===== config.mk =====
export PLATFORM = sky130hd
export DESIGN_NAME = ctrl_seq
export DESIGN_NICKNAME = d
export VERILOG_FILES = /design/src/rtl/ctrl_seq.sv
export SDC_FILE = /design/constraint.sdc
export NUM_CORES = 1
export LEC_CHECK = 0
export ABC_CLOCK_PERIOD_IN_PS = 3000
export CAP_MARGIN = 25
export CORE_ASPECT_RATIO = 0.6
export CORE_MARGIN = 4
export CORE_UTILIZATION = 55
export DETAILED_ROUTE_END_ITERATION = 6
export DONT_BUFFER_PORTS = 1
export PLACE_DENSITY_LB_ADDON = 0.3
export SETUP_SLACK_MARGIN = 0.2
export SKIP_LAST_GASP = 1
export SLEW_MARGIN = 15
export SYNTH_ARGS = -nofsm -noshare
export SYNTH_HDL_FRONTEND = slang
export SYNTH_SLANG_ARGS = --single-unit

===== constraint.sdc =====
create_clock -name clock -period 3 [get_ports clock]
set_input_delay 0.9 -clock clock [delete_from_list [all_inputs] [get_ports clock]]
set_output_delay 0.9 -clock clock [all_outputs]
set_load 0.03 [all_outputs]

===== src/rtl/ctrl_seq.sv =====
// Multi-cycle instruction sequencer: fetch/decode/execute/write-back over a 512-word RAM.
// Optional single-step mode (PAUSE after every write-back) is enabled by defining SEQ_STEP_EN.
module ctrl_seq (
    input  logic        clock,
    input  logic        reset_n,
    input  logic        start,
    input  logic        stop,
    input  logic        step,
    input  logic [31:0] instr,
    output logic [8:0]  pc_addr,
    output logic        mem_rd,
    output logic [3:0]  alufun,
    output logic [15:0] valC,
    output logic [3:0]  dstE,
    output logic [3:0]  dstM,
    output logic [31:0] valM,
    output logic        busy,
    output logic        done,
    output logic        err,
    output logic [15:0] icount
);

    typedef enum logic [3:0] {
        StIdle,
        StFetch,
        StWait,
        StDecode,
        StExec,
        StWb,
        StHalt,
        StErr
`ifdef SEQ_STEP_EN
        , StPause
`endif
    } state_e;

    state_e      state_q, state_d;
    logic [8:0]  pc_q;
    logic [15:0] icount_q;
    logic [31:0] ir_q;
    logic [15:0] valc_q;
    logic [3:0]  alufun_q;

    logic is_halt, is_ld, is_alu, launch;

    assign is_halt = (ir_q[31:24] == 8'h00);
    assign is_ld   = (ir_q[31:24] == 8'h10);
    assign is_alu  = (ir_q[31:26] == 6'b001000);

`ifndef SEQ_STEP_EN
    logic unused_step;
    assign unused_step = step;
`endif

    always_comb begin
        state_d = state_q;
        case (state_q)
            StIdle:   if (start && !stop) state_d = StFetch;
            StFetch:  state_d = StWait;
            StWait:   state_d = StDecode;
            StDecode: begin
                if (is_halt)              state_d = StHalt;
                else if (is_ld || is_alu) state_d = StExec;
                else                      state_d = StErr;
            end
            StExec:   state_d = StWb;
`ifdef SEQ_STEP_EN
            StWb:     state_d = StPause;
            StPause: begin
                if (stop)      state_d = StIdle;
                else if (step) state_d = StFetch;
            end
`else
            StWb:     state_d = stop ? StIdle : StFetch;
`endif
            StHalt, StErr: if (start) state_d = StFetch;
            default:  state_d = StIdle;
        endcase
    end

    // A new run begins whenever a quiescent state hands over to FETCH.
    assign launch = (state_d == StFetch) &&
                    ((state_q == StIdle) || (state_q == StHalt) || (state_q == StErr));

    always_ff @(posedge clock or negedge reset_n) begin
        if (!reset_n) begin
            state_q  <= StIdle;
            pc_q     <= '0;
            icount_q <= '0;
            ir_q     <= '0;
            valc_q   <= '0;
            alufun_q <= '0;
        end else begin
            state_q <= state_d;
            if (launch) begin
                pc_q     <= '0;
                icount_q <= '0;
            end
            if (state_q == StWait)            ir_q     <= instr;
            if (state_q == StDecode)          valc_q   <= ir_q[15:0];
            if (state_q == StExec && is_alu)  alufun_q <= ir_q[27:24];
            if (state_q == StWb) begin
                pc_q <= pc_q + 9'd1;
                if (icount_q != 16'hFFFF) icount_q <= icount_q + 16'd1;
            end
        end
    end

    always_comb begin
        dstE = 4'hF;
        dstM = 4'hF;
        valM = '0;
        if (state_q == StWb) begin
            if (is_alu) dstE = ir_q[23:20];
            if (is_ld) begin
                dstM = ir_q[19:16];
                valM = {16'h0000, ir_q[15:0]};
            end
        end
    end

    assign pc_addr = pc_q;
    assign mem_rd  = (state_q == StFetch);
    assign alufun  = alufun_q;
    assign valC    = valc_q;
    assign icount  = icount_q;
    assign done    = (state_q == StHalt);
    assign err     = (state_q == StErr);
    assign busy    = (state_q != StIdle) && (state_q != StHalt) && (state_q != StErr);

endmodule


# Word level (Yosys, flattened, before mapping)
# Cells that the tools add are included.
[word_totals]
reg_bits = 81
out_inout_bits = 89
word_cells = 52
[op_classes]
n_eq_ne = 13
muxes = 17
n_reduce_logical = 14
addsub = 2
[ops]
columns = ["cell", "count"]
rows = [
  ["$mux W16", 5],
  ["$pmux W4 S7", 1],
  ["$mux W4", 6],
  ["$mux W9", 2],
  ["$add A16 B1 Y16 const B", 1],
  ["$eq A4 B3 Y1 const B", 4],
  ["$ne A16 B16 Y1 const B", 1],
  ["$add A9 B1 Y9 const B", 1],
  ["$eq A4 B1 Y1 const B", 2],
  ["$eq A4 B2 Y1 const B", 2],
  ["$eq A8 B5 Y1 const B", 1],
  ["$logic_not A8 Y1", 1],
  ["$ne A4 B3 Y1 const B", 2],
  ["$eq A6 B4 Y1 const B", 1],
  ["$logic_and A1 B1 Y1", 5],
  ["$logic_not A4 Y1", 1],
  ["$mux W2", 2],
  ["$reduce_bool A4 Y1", 1],
  ["$logic_or A1 B1 Y1", 3],
  ["$reduce_bool A2 Y1", 1],
  ["$reduce_or A2 Y1", 1],
  ["$logic_not A1 Y1", 1],
  ["$mux W1", 1],
]

# Logic depth before layout (Yosys ltp)
# Gate-level depths: netlist of run 1.
[logic_depth]
depth_word = 10
mapped_depth = 6
depth_no_buf = 5

# Worst setup path before layout of run 1
# Ideal clock, no wire load.
[synth_timing]
path_type = "flip-flop to output port"
start = "register state_q[2]"
end = "output port valM[0]"
path_buffers = 2
t_required_ns = 2.100
setup_slack_ns = 0.416
t_arrival_ns = 1.684
path_stages_with_launch = 6
cell_sequence = "dfrtp_1 -> nor4bb_1 -> clkbuf_1 -> and4_1 -> clkbuf_1 -> and2_1"
[synth_via]
elab_chain_len = 2
[synth_rtl]
columns = ["element", "line_no", "source"]
rows = [
  ["from (decl)", "37", "state_e state_q, state_d;"],
  ["from (signal assigned)", "87", "state_q <= StIdle;"],
  ["from (signal assigned)", "94", "state_q <= state_d;"],
  ["$eq A4 B3 Y1", "113", "if (state_q == StWb) begin"],
  ["$mux W16", "113", ""],
  ["to (decl)", "16", "output logic [31:0] valM,"],
]
# Every way passes these cells.

# Final worst setup path of run 1
[layout_timing]
start = "register state_q[1]"
end = "output port valM[2]"
# The elaborated chain is that of the path after synthesis.

==> flow_metrics.env, run 1 <==
export IMPL_status="completed"
export IMPL_htreeDepth=3
export IMPL_antenna_found_initial=0
export IMPL_switchingPower_uw=997
export IMPL_start_util=0.578
export IMPL_drt_first_pass_iters=4
export IMPL_syn2layout_area_growth_pct=16.3
export IMPL_die_height_um=73.6
export IMPL_overflow=0
export IMPL_crit_arrival_ns=1.88
export IMPL_synth_edff_count=0
export IMPL_fin_crit_sh=0.926
export IMPL_critical_path_required_ns=2.10
export IMPL_p_total_mw=3.37
export IMPL_cp_cell_sequence="nor4bb_4, and4_4, buf_8, and2_1, buf_6"
export IMPL_finalSetupTns_ns=0
export IMPL_worstSetupStartpoint="state_q[1]"
export IMPL_min_period_ns=2.78
export IMPL_critPathCapture="valM[2]"
export IMPL_drc_errors=0
export IMPL_maxCapViolCount=0
export IMPL_yosysUniqueCellTypes=50
export IMPL_r2r_worst_path_cells=5
export IMPL_cts_root_buf="clkbuf_16"
export IMPL_drive_above_1_share=0.289
export IMPL_layout_common_cells="dfrtp_1, mux2_2, and2_1, buf_4"
export IMPL_grt_pass1_vias=2912
export IMPL_clock_path_buffers=2
export IMPL_portBuffers=0
export IMPL_grt_pass1_wl_um=14400
export IMPL_clock_latency_ns=0.32
export IMPL_critPathCaptureType="output port"
export IMPL_p_comb_frac=0.137
export IMPL_seqCellArea_sq_um=2030
export IMPL_drt_wirelength_per_cell_um=18.6
export IMPL_leakagePower_nw=2.06
export IMPL_clk_pin_slew_ns=0.06
export IMPL_timing_rr_end="icount[14]"
export IMPL_synthArstFlopShare=1.00
export IMPL_ys_ff_latch=81
export IMPL_layout_nets=419
export IMPL_cts_buffers=9
export IMPL_crit_family="simple AND/OR/NAND/NOR gates"
export IMPL_synth_main_ff_cell="dfrtp_1"
export IMPL_critPathKind="flip-flop to output port"
export IMPL_tightest_slew_ns=0.673
export IMPL_multi_input_area_sq_um=1800
export IMPL_syn_area_sq_um=3940
export IMPL_start_kind="flip-flop"
export IMPL_routed_via_count=2806
export IMPL_reg2reg_slack_ns=0.67
export IMPL_cp_num_cells=5
export IMPL_vias_per_cell=5.96
export IMPL_hold_buffers=0
export IMPL_num_rows=23
export IMPL_num_antenna_cells=0
export IMPL_mostFrequentLayoutCell="dfrtp_1"
export IMPL_hold_viol=0
export IMPL_clkPwrFrac=0.320
export IMPL_crit_buf_inv=2
export IMPL_drt_iter0_drc=204
export IMPL_dp_hpwl_um=6070
export IMPL_crit_slowest_cell="dfrtp_1"
export IMPL_ys_warn_count=0
export IMPL_syn_avg_cell_area_sq_um=11.2
export IMPL_slew_headroom=0.551
export IMPL_fmax_mhz=360
export IMPL_clock_sinks=81
export IMPL_gp_congestion=0.869
export IMPL_hold_class="input pin to asynchronous set/reset pin"
export IMPL_wl_um=8760
export IMPL_reg2reg_from="icount[0]"
export IMPL_peakVddDrop_mv=0.652
export IMPL_coreArea_sq_um=6820
export IMPL_cts_tree="yes"
export IMPL_synth_seq_area_share=0.514
export IMPL_finalSetupViolCount=0
export IMPL_power_internal_mw=2.38
export IMPL_die_area_sq_um=8630
export IMPL_synth_cells=351
export IMPL_io_pin_count=126
export IMPL_drv_slew=0
export IMPL_crit_fanout=10
export IMPL_track_usage=0.215
export IMPL_power_density_nw_per_um2=736
export IMPL_fin_util=0.672
export IMPL_slowest_delay_ns=0.42
export IMPL_die_w_um=117
export IMPL_p_sw_frac=0.296
export IMPL_grt_max_degree=82
export IMPL_rsz0062_at_grt="yes"
export IMPL_antenna_left=0
export IMPL_finClkSkew_ns=0.00329
export IMPL_power_frac_seq=0.542
export IMPL_fillers=524
## stage by stage
step	cells	hold slack (ns)	cell area, sq um	worst slack, ns
floorplan	367	0.467	4000	0.416
global placement	454	0.483	4180	0.454
detailed placement	454	0.495	4180	0.354
CTS	471	0.254	4520	0.205
global route	471	0.247	4580	0.133
finish	471	0.265	4580	0.223
## sequential cells by signal, indices dropped and copies added, names as in the netlist
signal / cells
ir_q: 32
icount: 16
valC: 16
pc_addr: 9
alufun: 4
state_q: 4
## power by group through the flow
stage / combinational (mW) / clock, mW / sequential, mW
3_5_place_dp: 0.453 / 0 / 1.84
3_3_place_gp: 0.431 / 0 / 1.82
2_1_floorplan: 0.411 / 0 / 1.76
4_1_cts: 0.468 / 1.11 / 1.83
6_report: 0.463 / 1.08 / 1.83
5_1_grt: 0.517 / 1.16 / 1.88
## synthesized netlist by cell type, types with 2 or more instances
master,instances,area [sq um]
a211o_1,6,52.6
a21o_1,2,15.0
a21oi_1,15,75.1
a221o_1,2,20.0
a31oi_1,2,12.5
and2_1,21,131
and3_1,2,12.5
buf_2,6,30.0
buf_4,16,120
clkbuf_1,10,37.5
dfrtp_1,81,2030
ha_1,2,25.0
inv_1,7,26.3
mux2_2,50,563
mux2i_1,6,60.1
nand2_1,16,60.1
nand2b_1,6,37.5
nand3_1,17,85.1
nand4_1,5,31.3
nor2_1,11,41.3
nor2b_1,2,12.5
nor3_1,9,45.0
nor3b_1,2,15.0
nor4_1,5,31.3
nor4b_1,2,17.5
o211a_1,2,20.0
o211ai_1,3,22.5
o21a_1,2,15.0
o21ai_0,9,45.0
or2_2,5,31.3
or3_1,3,18.8
or4_1,3,22.5
xnor2_1,3,26.3
xor2_1,2,17.5
## how the worst min path moves through the flow
stage	end	slack [ns]	cells after the start
detailed placement	ir_q[19]	0.50	1
CTS	pc_addr[1]	0.25	0
global route	ir_q[22]	0.25	0
finish	ir_q[22]	0.27	0
global placement	ir_q[17]	0.48	1
floorplan	ir_q[8]	0.47	1
## layer usage
metal  part of all wire  GRT usage
met5                  0          0
met4              0.012     0.0623
met3              0.092     0.0831
met2               0.46      0.331
met1               0.44      0.286
## kinds of logic (layout without fill, tap and decap cells)
| kind of cell | count (synthesis) | after routing | share of synthesized area |
|---|---|---|---|
| AND/OR/NAND/NOR | 116 | 116 | 0.168 |
| flip-flops | 81 | 81 | 0.514 |
| other | 1 | 17 | 0.000951 |
| multiplexers | 57 | 57 | 0.161 |
| adder cells (fa/ha/maj) | 2 | 2 | 0.00635 |
| XOR/XNOR | 5 | 5 | 0.0111 |
| AO/OA/AOI/OAI | 49 | 49 | 0.0832 |
| buffers and inverters | 40 | 57 | 0.0552 |
## what timing repair did
action,4_1_cts,5_1_grt
gates resized for setup,8,19
setup endpoints to repair,24,23
setup buffers,1,0
gates cloned,1,0
pin swaps,0,1
## layout make-up
class,instances,area share
Inverter,7,0.00573
Clock inverter,3,0.00874
Tap cell,87,0.0238
Timing Repair Buffer,35,0.0713
Clock buffer,12,0.0560
Multi-Input combinational cell,246,0.392
Sequential cell,81,0.443
No activity file was read; power rests on OpenSTA's default activity.
==> run 2: changes to the inputs <==
--- a/config.mk
+++ b/config.mk
@@ -10,9 +10,11 @@
 export CORE_ASPECT_RATIO = 0.6
 export CORE_MARGIN = 4
 export CORE_UTILIZATION = 55
+export CTS_CLUSTER_DIAMETER = 40
 export DETAILED_ROUTE_END_ITERATION = 6
 export DONT_BUFFER_PORTS = 1
-export PLACE_DENSITY_LB_ADDON = 0.3
+export MAX_ROUTING_LAYER = met4
+export PLACE_DENSITY = 0.77
 export SETUP_SLACK_MARGIN = 0.2
 export SKIP_LAST_GASP = 1
 export SLEW_MARGIN = 15
==> run 2 against run 1 <==
  * First-iteration DRC count is 1.5% lower
  * Sequential power about the same
  * Via count down 0.64%
  * Cell count grew 0.42%
  * Register-to-register slack better by 0.02 ns
  * Clock power about the same
  * Worst setup slack improved by 0.019 ns
  * Flip-flop and latch count unchanged
  * Combinational power rose by 3%
  * Critical path depth is 1 higher
  * Total power about the same
  * Critical path type unchanged
  * Highest routed layer unchanged
==> flow_metrics.env, run 2 (synthesis gave the netlist of run 1 again) <==
export IMPL_status="completed"
export IMPL_cts_root_buf="clkbuf_16"
export IMPL_start_kind="flip-flop"
export IMPL_hold_viol=0
export IMPL_slew_headroom=0.545
export IMPL_clock_sinks=81
export IMPL_crit_fanout=10
export IMPL_drt_wirelength_per_cell_um=18.6
export IMPL_finClkSkew_ns=0.00609
export IMPL_gp_congestion=0.844
export IMPL_dp_hpwl_um=6130
export IMPL_wl_um=8790
export IMPL_drt_first_pass_iters=5
export IMPL_fillers=536
export IMPL_hold_class="input pin to asynchronous set/reset pin"
export IMPL_routed_via_count=2788
export IMPL_tightest_slew_ns=0.682
export IMPL_fin_crit_sh=0.919
export IMPL_mostFrequentLayoutCell="dfrtp_1"
export IMPL_die_height_um=73.6
export IMPL_peakVddDrop_mv=0.462
export IMPL_grt_pass1_wl_um=14100
export IMPL_finalSetupViolCount=0
export IMPL_crit_arrival_ns=1.86
export IMPL_drc_errors=0
export IMPL_critPathKind="flip-flop to output port"
export IMPL_num_rows=23
export IMPL_power_density_nw_per_um2=735
export IMPL_largest_reg_flops=32
export IMPL_critical_path_required_ns=2.10
export IMPL_drt_iter0_drc=201
export IMPL_layout_common_cells="dfrtp_1, mux2_2, and2_1, buf_4"
export IMPL_drv_slew=0
export IMPL_clock_path_buffers=2
export IMPL_overflow=0
export IMPL_antenna_left=0
export IMPL_die_area_sq_um=8630
export IMPL_antenna_found_initial=0
export IMPL_syn2layout_area_growth_pct=16.4
export IMPL_start_util=0.578
export IMPL_num_antenna_cells=0
export IMPL_rsz0062_at_grt="yes"
export IMPL_layout_nets=420
export IMPL_coreArea_sq_um=6820
export IMPL_clock_latency_ns=0.32
export IMPL_critPathCaptureType="output port"
export IMPL_dp_slack_ns=0.409
export IMPL_grt_max_degree=82
export IMPL_seqCellArea_sq_um=2030
export IMPL_leakagePower_nw=2.05
export IMPL_hold_buffers=0
export IMPL_clk_pin_slew_ns=0.06
export IMPL_portBuffers=0
export IMPL_maxCapViolCount=0
export IMPL_io_pin_count=126
export IMPL_fmax_mhz=363
export IMPL_min_period_ns=2.76
export IMPL_die_w_um=117
export IMPL_finalSetupTns_ns=0
export IMPL_fin_ws_ns=0.242
export IMPL_drive_above_1_share=0.298
export IMPL_grt_pass1_vias=2762
export IMPL_regMostFlops="ir_q"
export IMPL_cts_tree="yes"
export IMPL_multi_input_area_sq_um=1790
export IMPL_cts_buffers=9
export IMPL_htreeDepth=3
export IMPL_track_usage=0.218
export IMPL_hold_ws_ns=0.269
export IMPL_vias_per_cell=5.89
[run 2: what timing repair did]
action                     in CTS  in global routing
setup buffers                   0                  3
gates resized for setup         8                 18
setup endpoints to repair      20                 18
pin swaps                       0                  3
gates cloned                    1                  0
[run 2: final timing paths]
check / startpoint / endpoint / slack (ns) / cells after the start
min reg2reg: ir_q[23] / ir_q[23] / 0.50 / 1
max in group asynchronous: reset_n / icount[3] / 2.59 / 0
min in group clock: ir_q[23] / ir_q[23] / 0.50 / 1
max reg2reg: icount[0] / icount[14] / 0.69 / 5
min: reset_n / ir_q[21] / 0.27 / 0
max: ir_q[30] / valM[5] / 0.24 / 6
[run 2: worst max-delay path, stage by stage, from the launching register on]
cell     delay [ns]
dfrtp_1        0.38
nor4_2         0.29
buf_4          0.16
and4_4         0.26
buf_8          0.14
and2_1         0.16
buf_6          0.13
[run 2: layer usage]
layer  up-vias  global-route usage  wire (um)
met3         7              0.0741        779
met5         -                   -          0
met1      1391               0.283       3870
met2       102               0.330       4060
met4         0              0.0560         71
li1       1288                   -          -
[run 2: stage by stage]
| step | power, mW | cells | utilization | area (sq um) |
|---|---|---|---|---|
| after floorplan | 2.17 | 367 | - | 4000 |
| after global placement | 2.25 | 453 | 0.611 | 4170 |
| after detailed placement | 2.31 | 453 | 0.611 | 4170 |
| after CTS | 3.39 | 470 | 0.660 | 4500 |
| after global routing | 3.55 | 473 | 0.673 | 4590 |
| final | 3.37 | 473 | 0.673 | 4590 |
[run 2: cell type report]
class                   instances  share of cell area
clock buffers                  10              0.0499
clock inverters                 6              0.0144
inverters                       7             0.00573
multi-input cells             246               0.391
flip-flops and latches         81               0.442
well taps                      87              0.0237
repair buffers                 36              0.0736
[run 2: where the power goes]
part           switching [mW]  internal, mW  leakage, nW
sequential              0.429          1.41         1.05
clock                   0.415         0.645        0.135
combinational           0.184         0.293        0.862
==> run 3: changes to the inputs <==
--- a/config.mk
+++ b/config.mk
@@ -9,12 +9,12 @@
 export CAP_MARGIN = 25
 export CORE_ASPECT_RATIO = 0.6
 export CORE_MARGIN = 4
-export CORE_UTILIZATION = 55
+export CORE_UTILIZATION = 50
 export CTS_CLUSTER_DIAMETER = 40
 export DETAILED_ROUTE_END_ITERATION = 6
 export DONT_BUFFER_PORTS = 1
 export MAX_ROUTING_LAYER = met4
-export PLACE_DENSITY = 0.77
+export PLACE_DENSITY = 0.72
 export SETUP_SLACK_MARGIN = 0.2
 export SKIP_LAST_GASP = 1
 export SLEW_MARGIN = 15
==> run 3 against run 2 <==
  * Hold slack worse by 0.0027 ns
  * Combinational power is 3% lower
  * Largest cell class unchanged
  * Critical path depth is the same
  * Clock power is essentially flat
==> flow_metrics.env, run 3 (synthesis gave the netlist of run 1 again) <==
export IMPL_antenna_found_initial=0
export IMPL_tightest_slew_ns=0.752
export IMPL_drv_slew=0
export IMPL_hold_viol=0
export IMPL_drc_errors=0
export IMPL_r2r_worst_path_cells=6
export IMPL_cp_num_cells=6
export IMPL_peakVddDrop_mv=0.478
export IMPL_reg2reg_from="icount[1]"
export IMPL_vias_per_cell=5.76
export IMPL_layout_common_cells="dfrtp_1, mux2_2, and2_1, buf_4"
export IMPL_finalSetupViolCount=0
export IMPL_met1_usage=0.277
export IMPL_clock_latency_ns=0.32
export IMPL_drt_wirelength_per_cell_um=18.4
export IMPL_slowest_delay_ns=0.39
export IMPL_overflow=0
export IMPL_cp_cell_sequence="nor4_2, buf_4, and4_4, buf_8, and2_1, buf_6"
export IMPL_crit_family="simple AND/OR/NAND/NOR gates"
export IMPL_cts_root_buf="clkbuf_16"
export IMPL_hold_class="input pin to asynchronous set/reset pin"
export IMPL_finalSetupTns_ns=0
export IMPL_slew_headroom=0.499
export IMPL_coreArea_sq_um=7450
export IMPL_mostFrequentLayoutCell="dfrtp_1"
export IMPL_gp_congestion=0.845
export IMPL_crit_arrival_ns=1.85
export IMPL_layout_nets=420
export IMPL_grt_max_degree=82
export IMPL_cts_tree="yes"
export IMPL_grt_pass1_wl_um=14700
export IMPL_syn2layout_area_growth_pct=16.9
export IMPL_clock_path_buffers=2
export IMPL_die_height_um=76.8
export IMPL_io_pin_count=126
export IMPL_start_kind="flip-flop"
export IMPL_reg2reg_slack_ns=0.63
export IMPL_crit_buf_inv=3
export IMPL_dp_hpwl_um=6250
export IMPL_die_w_um=123
export IMPL_status="completed"
export IMPL_largest_reg_flops=32
export IMPL_rsz0062_at_grt="yes"
export IMPL_layout_cells_non_filler=488
export IMPL_cts_buffers=9
export IMPL_start_util=0.529
export IMPL_leakagePower_nw=2.05
export IMPL_drt_iter0_drc=208
export IMPL_clock_sinks=81
export IMPL_fmax_mhz=363
export IMPL_clk_pin_slew_ns=0.06
export IMPL_routed_via_count=2809
export IMPL_wl_um=8960
export IMPL_fin_util=0.619
export IMPL_critPathCaptureType="output port"
export IMPL_hold_buffers=0
export IMPL_fin_ws_ns=0.248
export IMPL_grt_busiest_layer="met2"
export IMPL_crit_slowest_cell="dfrtp_1"
export IMPL_dp_cells=471
export IMPL_maxCapViolCount=0
export IMPL_timing_rr_end="icount[13]"
export IMPL_crit_fanout=10
export IMPL_drt_first_pass_iters=4
export IMPL_dp_slack_ns=0.406
export IMPL_grt_pass1_vias=2765
export IMPL_power_density_nw_per_um2=726
export IMPL_track_usage=0.205
export IMPL_portBuffers=0
export IMPL_antenna_left=0
export IMPL_regMostFlops="ir_q"
export IMPL_worstSetupStartpoint="ir_q[30]"
export IMPL_grtUsageMet3=0.0743
export IMPL_fin_crit_sh=0.917
export IMPL_critical_path_required_ns=2.10
export IMPL_gr_usage_met2=0.296
export IMPL_num_rows=24
export IMPL_min_period_ns=2.75
export IMPL_num_antenna_cells=0
export IMPL_finClkSkew_ns=0.00423
export IMPL_htreeDepth=3
export IMPL_die_area_sq_um=9410
export IMPL_drive_above_1_share=0.292
export IMPL_critPathKind="flip-flop to output port"
export IMPL_critPathCapture="valM[3]"
-- run 3: changes by cell type in the layout (fill, tap and decap cells not counted), sizes merged --
cell | before | now
clkbuf | 10 | 11
inv | 8 | 7
clkinvlp | 3 | 1
-- run 3: repair_timing --
action | in CTS | in global routing
setup buffers | 1 | 1
setup endpoints to repair | 20 | 16
pin swaps | 0 | 1
resized for setup | 8 | 17
cloned | 1 | 0
-- run 3: report_power, final --
part | total, mW | internal, mW | switching, mW
sequential | 1.83 | 1.41 | 0.422
combinational | 0.463 | 0.288 | 0.176
clock | 1.05 | 0.656 | 0.398
total | 3.35 | 2.35 | 0.996
-- run 3: cell type report --
cell class | instances | area, sq um
fill | 640 | 2840
sequential | 81 | 2030
multi-input combinational | 246 | 1790
timing repair buffer | 36 | 350
clock buffer | 11 | 243
tap | 104 | 130
clock inverter | 3 | 42.5
inverter | 7 | 26.3
-- run 3: worst reg2reg max path, cell delays in order, from the launching register on --
cell and delay, ns:
dfrtp_1 0.57, ha_1 0.28, nand3_1 0.30, nor4_2 0.31
buf_4 0.19, a21oi_1 0.23, a221o_1 0.39
-- run 3: routing by layer --
metal / vias up / routed length (um) / part of all wire
li1: 1284 / - / -
met1: 1424 / 4090 / 0.46
met2: 93 / 4060 / 0.45
met3: 8 / 723 / 0.081
met4: 0 / 84 / 0.0094
met5: - / 0 / 0
-- run 3: worst min path at each step --
stage                   from       end  slack [ns]  cells past startpoint
finish               reset_n  valC[11]        0.27                      0
global route         reset_n  valC[11]        0.24                      0
CTS                  reset_n   valC[3]        0.25                      0
detailed placement  ir_q[18]  ir_q[18]        0.49                      1
global placement    ir_q[23]  ir_q[23]        0.48                      1
floorplan            ir_q[8]   ir_q[8]        0.47                      1
-- run 3: per-stage QoR --
stage / hold WS [ns] / power (mW) / area (sq um)
2_1_floorplan: 0.467 / 2.17 / 4000
3_3_place_gp: 0.481 / 2.25 / 4210
3_5_place_dp: 0.486 / 2.30 / 4210
4_1_cts: 0.253 / 3.38 / 4540
5_1_grt: 0.241 / 3.53 / 4610
6_report: 0.266 / 3.35 / 4610
==> edit 1 (settings of run 3) <==
Add a define of `SEQ_STEP_EN`.
--- a/src/rtl/ctrl_seq.sv
+++ b/src/rtl/ctrl_seq.sv
@@ -2,2 +2,4 @@
 // Optional single-step mode (PAUSE after every write-back) is enabled by defining SEQ_STEP_EN.
+`define SEQ_STEP_EN
+
 module ctrl_seq (
Check against the original RTL: not equivalent (a bounded check fails within 10 cycles, from zero or initial values and one cycle with reset_n low).
==> edit 1 against run 3 <==
  * Synthesized cell count up 4.3%
  * Global-route usage down 1.1 points
  * Sequential share of layout area down 0.55 points
  * First-iteration DRC count up 25%
  * Register-to-register slack worse by 20 ps
  * Synthesized area up 4.0%
  * Sequential cell count unchanged
  * Final cell count up 3.5%
  * Cell area up 1.3%
  * Setup slack better by 59 ps
  * Critical endpoint is now valM[0]
  * Routed wire length up 3.0%
Power is not compared: it rests on default switching activity, and its combinational part moved more than twofold at a synthesized area within 25%.
==> edit 1: results (changes against run 3) <==
metric	value	unit	change
status	finished, final reports clean		unchanged
synth_area_leaders	dfrtp_1 (49%), mux2_2 (13%), buf_4 (3.3%)		was dfrtp_1 (51%), mux2_2 (14%), and2_1 (3.3%)
ff2ff_path_depth	6		unchanged
pg_comb	1.65	mW	
power_clock	1.16	mW	
pg_seq	2.60	mW	
regToRegSetupSlack	610	ps	was 630 ps
grt_first_pass_wirelength	14.9	mm	was 14.7 mm
dpl_cell_area	0.00431	mm²	was 0.00421 mm²
p_leak	1.97	nW	
postCtsSetupBuffers	1		unchanged
r2r_start	icount[0]		was icount[1]
worst-path-max-fanout	20		was 10
slowest_stage	dfrtp_1		unchanged
layout-drive-gt1-share	31.7	%	was 29.2%
seq_area_frac_synth	49.4	%	was 51.4%
wl_per_cell	18.3	µm	was 18.4 µm
startpoint	ir_q[30]		unchanged
ys.warnings.count	0		unchanged
dp_cells	487		was 471
synth_common_cells	dfrtp_1 (81), mux2_2 (49), nand2_1 (32), nor2_1 (19)		was dfrtp_1 (81), mux2_2 (50), and2_1 (21), nand3_1 (17)
grtUsageTotal	19.5	%	was 20.5%
synth.distinct_cells	50		unchanged
clk_pin_slew	60	ps	about the same
finalHoldWorstSlack	265	ps	was 266 ps
tightest_slew	598	ps	was 752 ps
ys.flop_type	dfrtp_1		unchanged
diodes	0		unchanged
post-place-ws	495	ps	was 406 ps
peakVddDrop	0.000543	V	
clock_latency	330	ps	
grt_max_degree	82		unchanged
finalClockSkew	8.49	ps	was 4.23 ps
numCtsBuffers	9		unchanged
max_stage_delay	410	ps	was 390 ps
hp-class	primary input to asynchronous set/reset pin		unchanged
dp_hpwl	6.40	mm	was 6.25 mm
syn_inst	366		was 351
post_cts_resized	2		was 8
drt_iter0_markers	260		was 208
antenna_found_initial	0		unchanged
endpoint	valM[0]		was valM[3]
synth_top_area_share	49.4	%	was 51.4%
gp_congestion	0.799		was 0.845
clockBufferDepth	2		unchanged
top_register	ir_q		unchanged
num_vias	2835		was 2809
arrival	1790	ps	was 1850 ps
p_sw	2.29	mW	
critPathTopFamily	simple AND/OR/NAND/NOR gates		unchanged
path_class	register to output port		unchanged
fin_ws	308	ps	was 248 ps
largest_register_ffs	32		unchanged
r2r_end	icount[4]		was icount[13]
dr.pass1.iters	4		unchanged
wl	9.23	mm	was 8.96 mm
cts-root-buf	clkbuf_16		unchanged
num-nets-final	431		was 420
[edit 1: cell families after synthesis]
logic type                 after synthesis  share of synthesized area, %
and+or+nand+nor                        142                          20.3
DFF                                     81                          49.4
muxes                                   52                          14.3
AOI/OAI and AO/OA                       47                          8.82
buffers and inverters                   38                          5.86
xor gates and xnor gates                 3                         0.641
adders and majority gates                2                         0.610
other                                    1                        0.0915
[edit 1: area by class of cell]
| type | count | area [µm²] |
|---|---|---|
| Sequential cell | 81 | 2030 |
| Multi-Input combinational cell | 262 | 1910 |
| Timing Repair Buffer | 31 | 249 |
| Clock inverter | 6 | 90.1 |
| Tap cell | 108 | 135 |
| Clock buffer | 10 | 229 |
| Fill cell | 644 | 3250 |
| Inverter | 7 | 26.3 |
[edit 1: metal layers]
metal / part of all wire [%] / wire length [µm] / GRT usage (%)
met5: 0 / 0 / -
met4: 0.43 / 40 / 2.27
met3: 7.5 / 688 / 7.21
met2: 45 / 4200 / 29.3
met1: 47 / 4300 / 26.3
==> edit 2 (flow settings as in run 3) <==
Without the edit above. Put a register stage on the outputs `mem_rd`, `busy`, `done` and `err`, cleared by the reset. The values now appear one clock later. The other outputs are not delayed to match.
--- a/src/rtl/ctrl_seq.sv
+++ b/src/rtl/ctrl_seq.sv
@@ -122,3 +122,2 @@
     assign pc_addr = pc_q;
-    assign mem_rd  = (state_q == StFetch);
     assign alufun  = alufun_q;
@@ -126,5 +125,15 @@
     assign icount  = icount_q;
-    assign done    = (state_q == StHalt);
-    assign err     = (state_q == StErr);
-    assign busy    = (state_q != StIdle) && (state_q != StHalt) && (state_q != StErr);
+    always_ff @(posedge clock or negedge reset_n) begin
+        if (!reset_n) begin
+            mem_rd <= '0;
+            busy   <= '0;
+            done   <= '0;
+            err    <= '0;
+        end else begin
+            mem_rd <= (state_q == StFetch);
+            busy   <= (state_q != StIdle) && (state_q != StHalt) && (state_q != StErr);
+            done   <= (state_q == StHalt);
+            err    <= (state_q == StErr);
+        end
+    end
 
Behaviour: not the same (a bounded check fails within 4 cycles, from zero or initial values and one cycle with reset_n low).
==> edit 2 against run 3 <==
  * Synthesized area grew 2.5%
  * Largest power group unchanged
  * Register-to-register slack about the same
  * Setup slack improved by 18 ps
  * Combinational power grew 1%
  * Worst hold slack worse by 2.8 ps
  * Cell area up 2.0%
  * Sequential cell count grew 4
  * Clock power increased by 5%
  * Routed wire length up 3.9%
  * Total power is 3.6% higher
  * Clock skew about the same
  * Core utilization is 2.2 points lower
  * Count of clock-buffer cells in the layout is 1 higher
==> edit 2: results (changes against run 3) <==
metric	value	unit	change
slew-limit-headroom	51.2	%	was 49.9%
met2_usage	29.7	%	was 29.6%
finalClockSkew	4.19	ps	was 4.23 ps
grt_pass1_vias	2823		was 2765
synthMuxAreaShare	15.7	%	was 16.1%
synth-compound-area-share	8.11	%	was 8.32%
synth-xor-area-share	1.08	%	was 1.11%
globalRouteMet3Util	8.74	%	was 7.43%
ff2ff_path_depth	5		was 6
slowest_stage	dfrtp_2		was dfrtp_1
arrival	1830	ps	was 1850 ps
inverters	7		unchanged
grt_max_degree	86		was 82
r2r_start	icount[0]		was icount[1]
p_leak	2.10	nW	was 2.05 nW
fill_cells	659		was 640
regArea	0.00213	mm²	was 0.00203 mm²
r2r_end	icount[14]		was icount[13]
status	finished, final reports clean		unchanged
seq_cells	85		was 81
gp_congestion	0.889		was 0.845
nonClkBufAreaFrac	6.87	%	was 7.60%
synthAdderAreaFrac	0.619	%	was 0.635%
internal-power	2.42	mW	was 2.35 mW
wl	9.30	mm	was 8.96 mm
wl_met3	848	µm	was 723 µm
grt_first_pass_wirelength	14.8	mm	was 14.7 mm
seq_area_frac_synth	52.6	%	was 51.4%
post-place-ws	387	ps	was 406 ps
multi_input_area	0.00179	mm²	about the same
clockPowerShare	31.7	%	was 31.5%
chipWidth	124	µm	was 123 µm
peakVddDrop	0.000386	V	was 0.000478 V
synth_area_leaders	dfrtp_1 (53%), mux2_2 (14%), and2_1 (3.3%)		was dfrtp_1 (51%), mux2_2 (14%), and2_1 (3.3%)
met1_usage	26.5	%	was 27.7%
grtUsageTotal	20.4	%	was 20.5%
via_per_inst	5.64		was 5.76
num-nets-final	424		was 420
drt_iter0_markers	188		was 208
wirelength_met1	4.07	mm	was 4.09 mm
clock_area_share	6.25	%	was 6.19%
## edit 2: cell types whose count changed after synthesis
cell,run 3,this run
dfrtp_1,81,85
## edit 2: repair_timing
action / in CTS / in global routing
cloned: 1 / 0
gates resized for setup: 7 / 15
buffers inserted: 2 / 3
setup endpoints to repair: 20 / 20
endpoints found under the hold margin: 0 / 0
pin swaps: 0 / 2
## edit 2: how the worst max path moves through the flow
stage | startpoint | endpoint | depth (start not counted)
after floorplan | state_q[2] | valM[0] | 5
after global placement | state_q[3] | valM[2] | 5
final | state_q[3] | valM[12] | 5
after detailed placement | state_q[3] | valM[2] | 5
after CTS | ir_q[27] | valM[15] | 6
after global routing | state_q[3] | valM[14] | 5
## edit 2: per-stage QoR
stage               std cells  power [mW]  hold WS [ps]  util, %
floorplan                 371        2.23           467        -
global placement          476        2.31           482     54.3
detailed placement        476        2.37           487     54.3
CTS                       495        3.50           249     58.6
global route              498        3.65           237     59.6
finish                    498        3.47           264     59.6
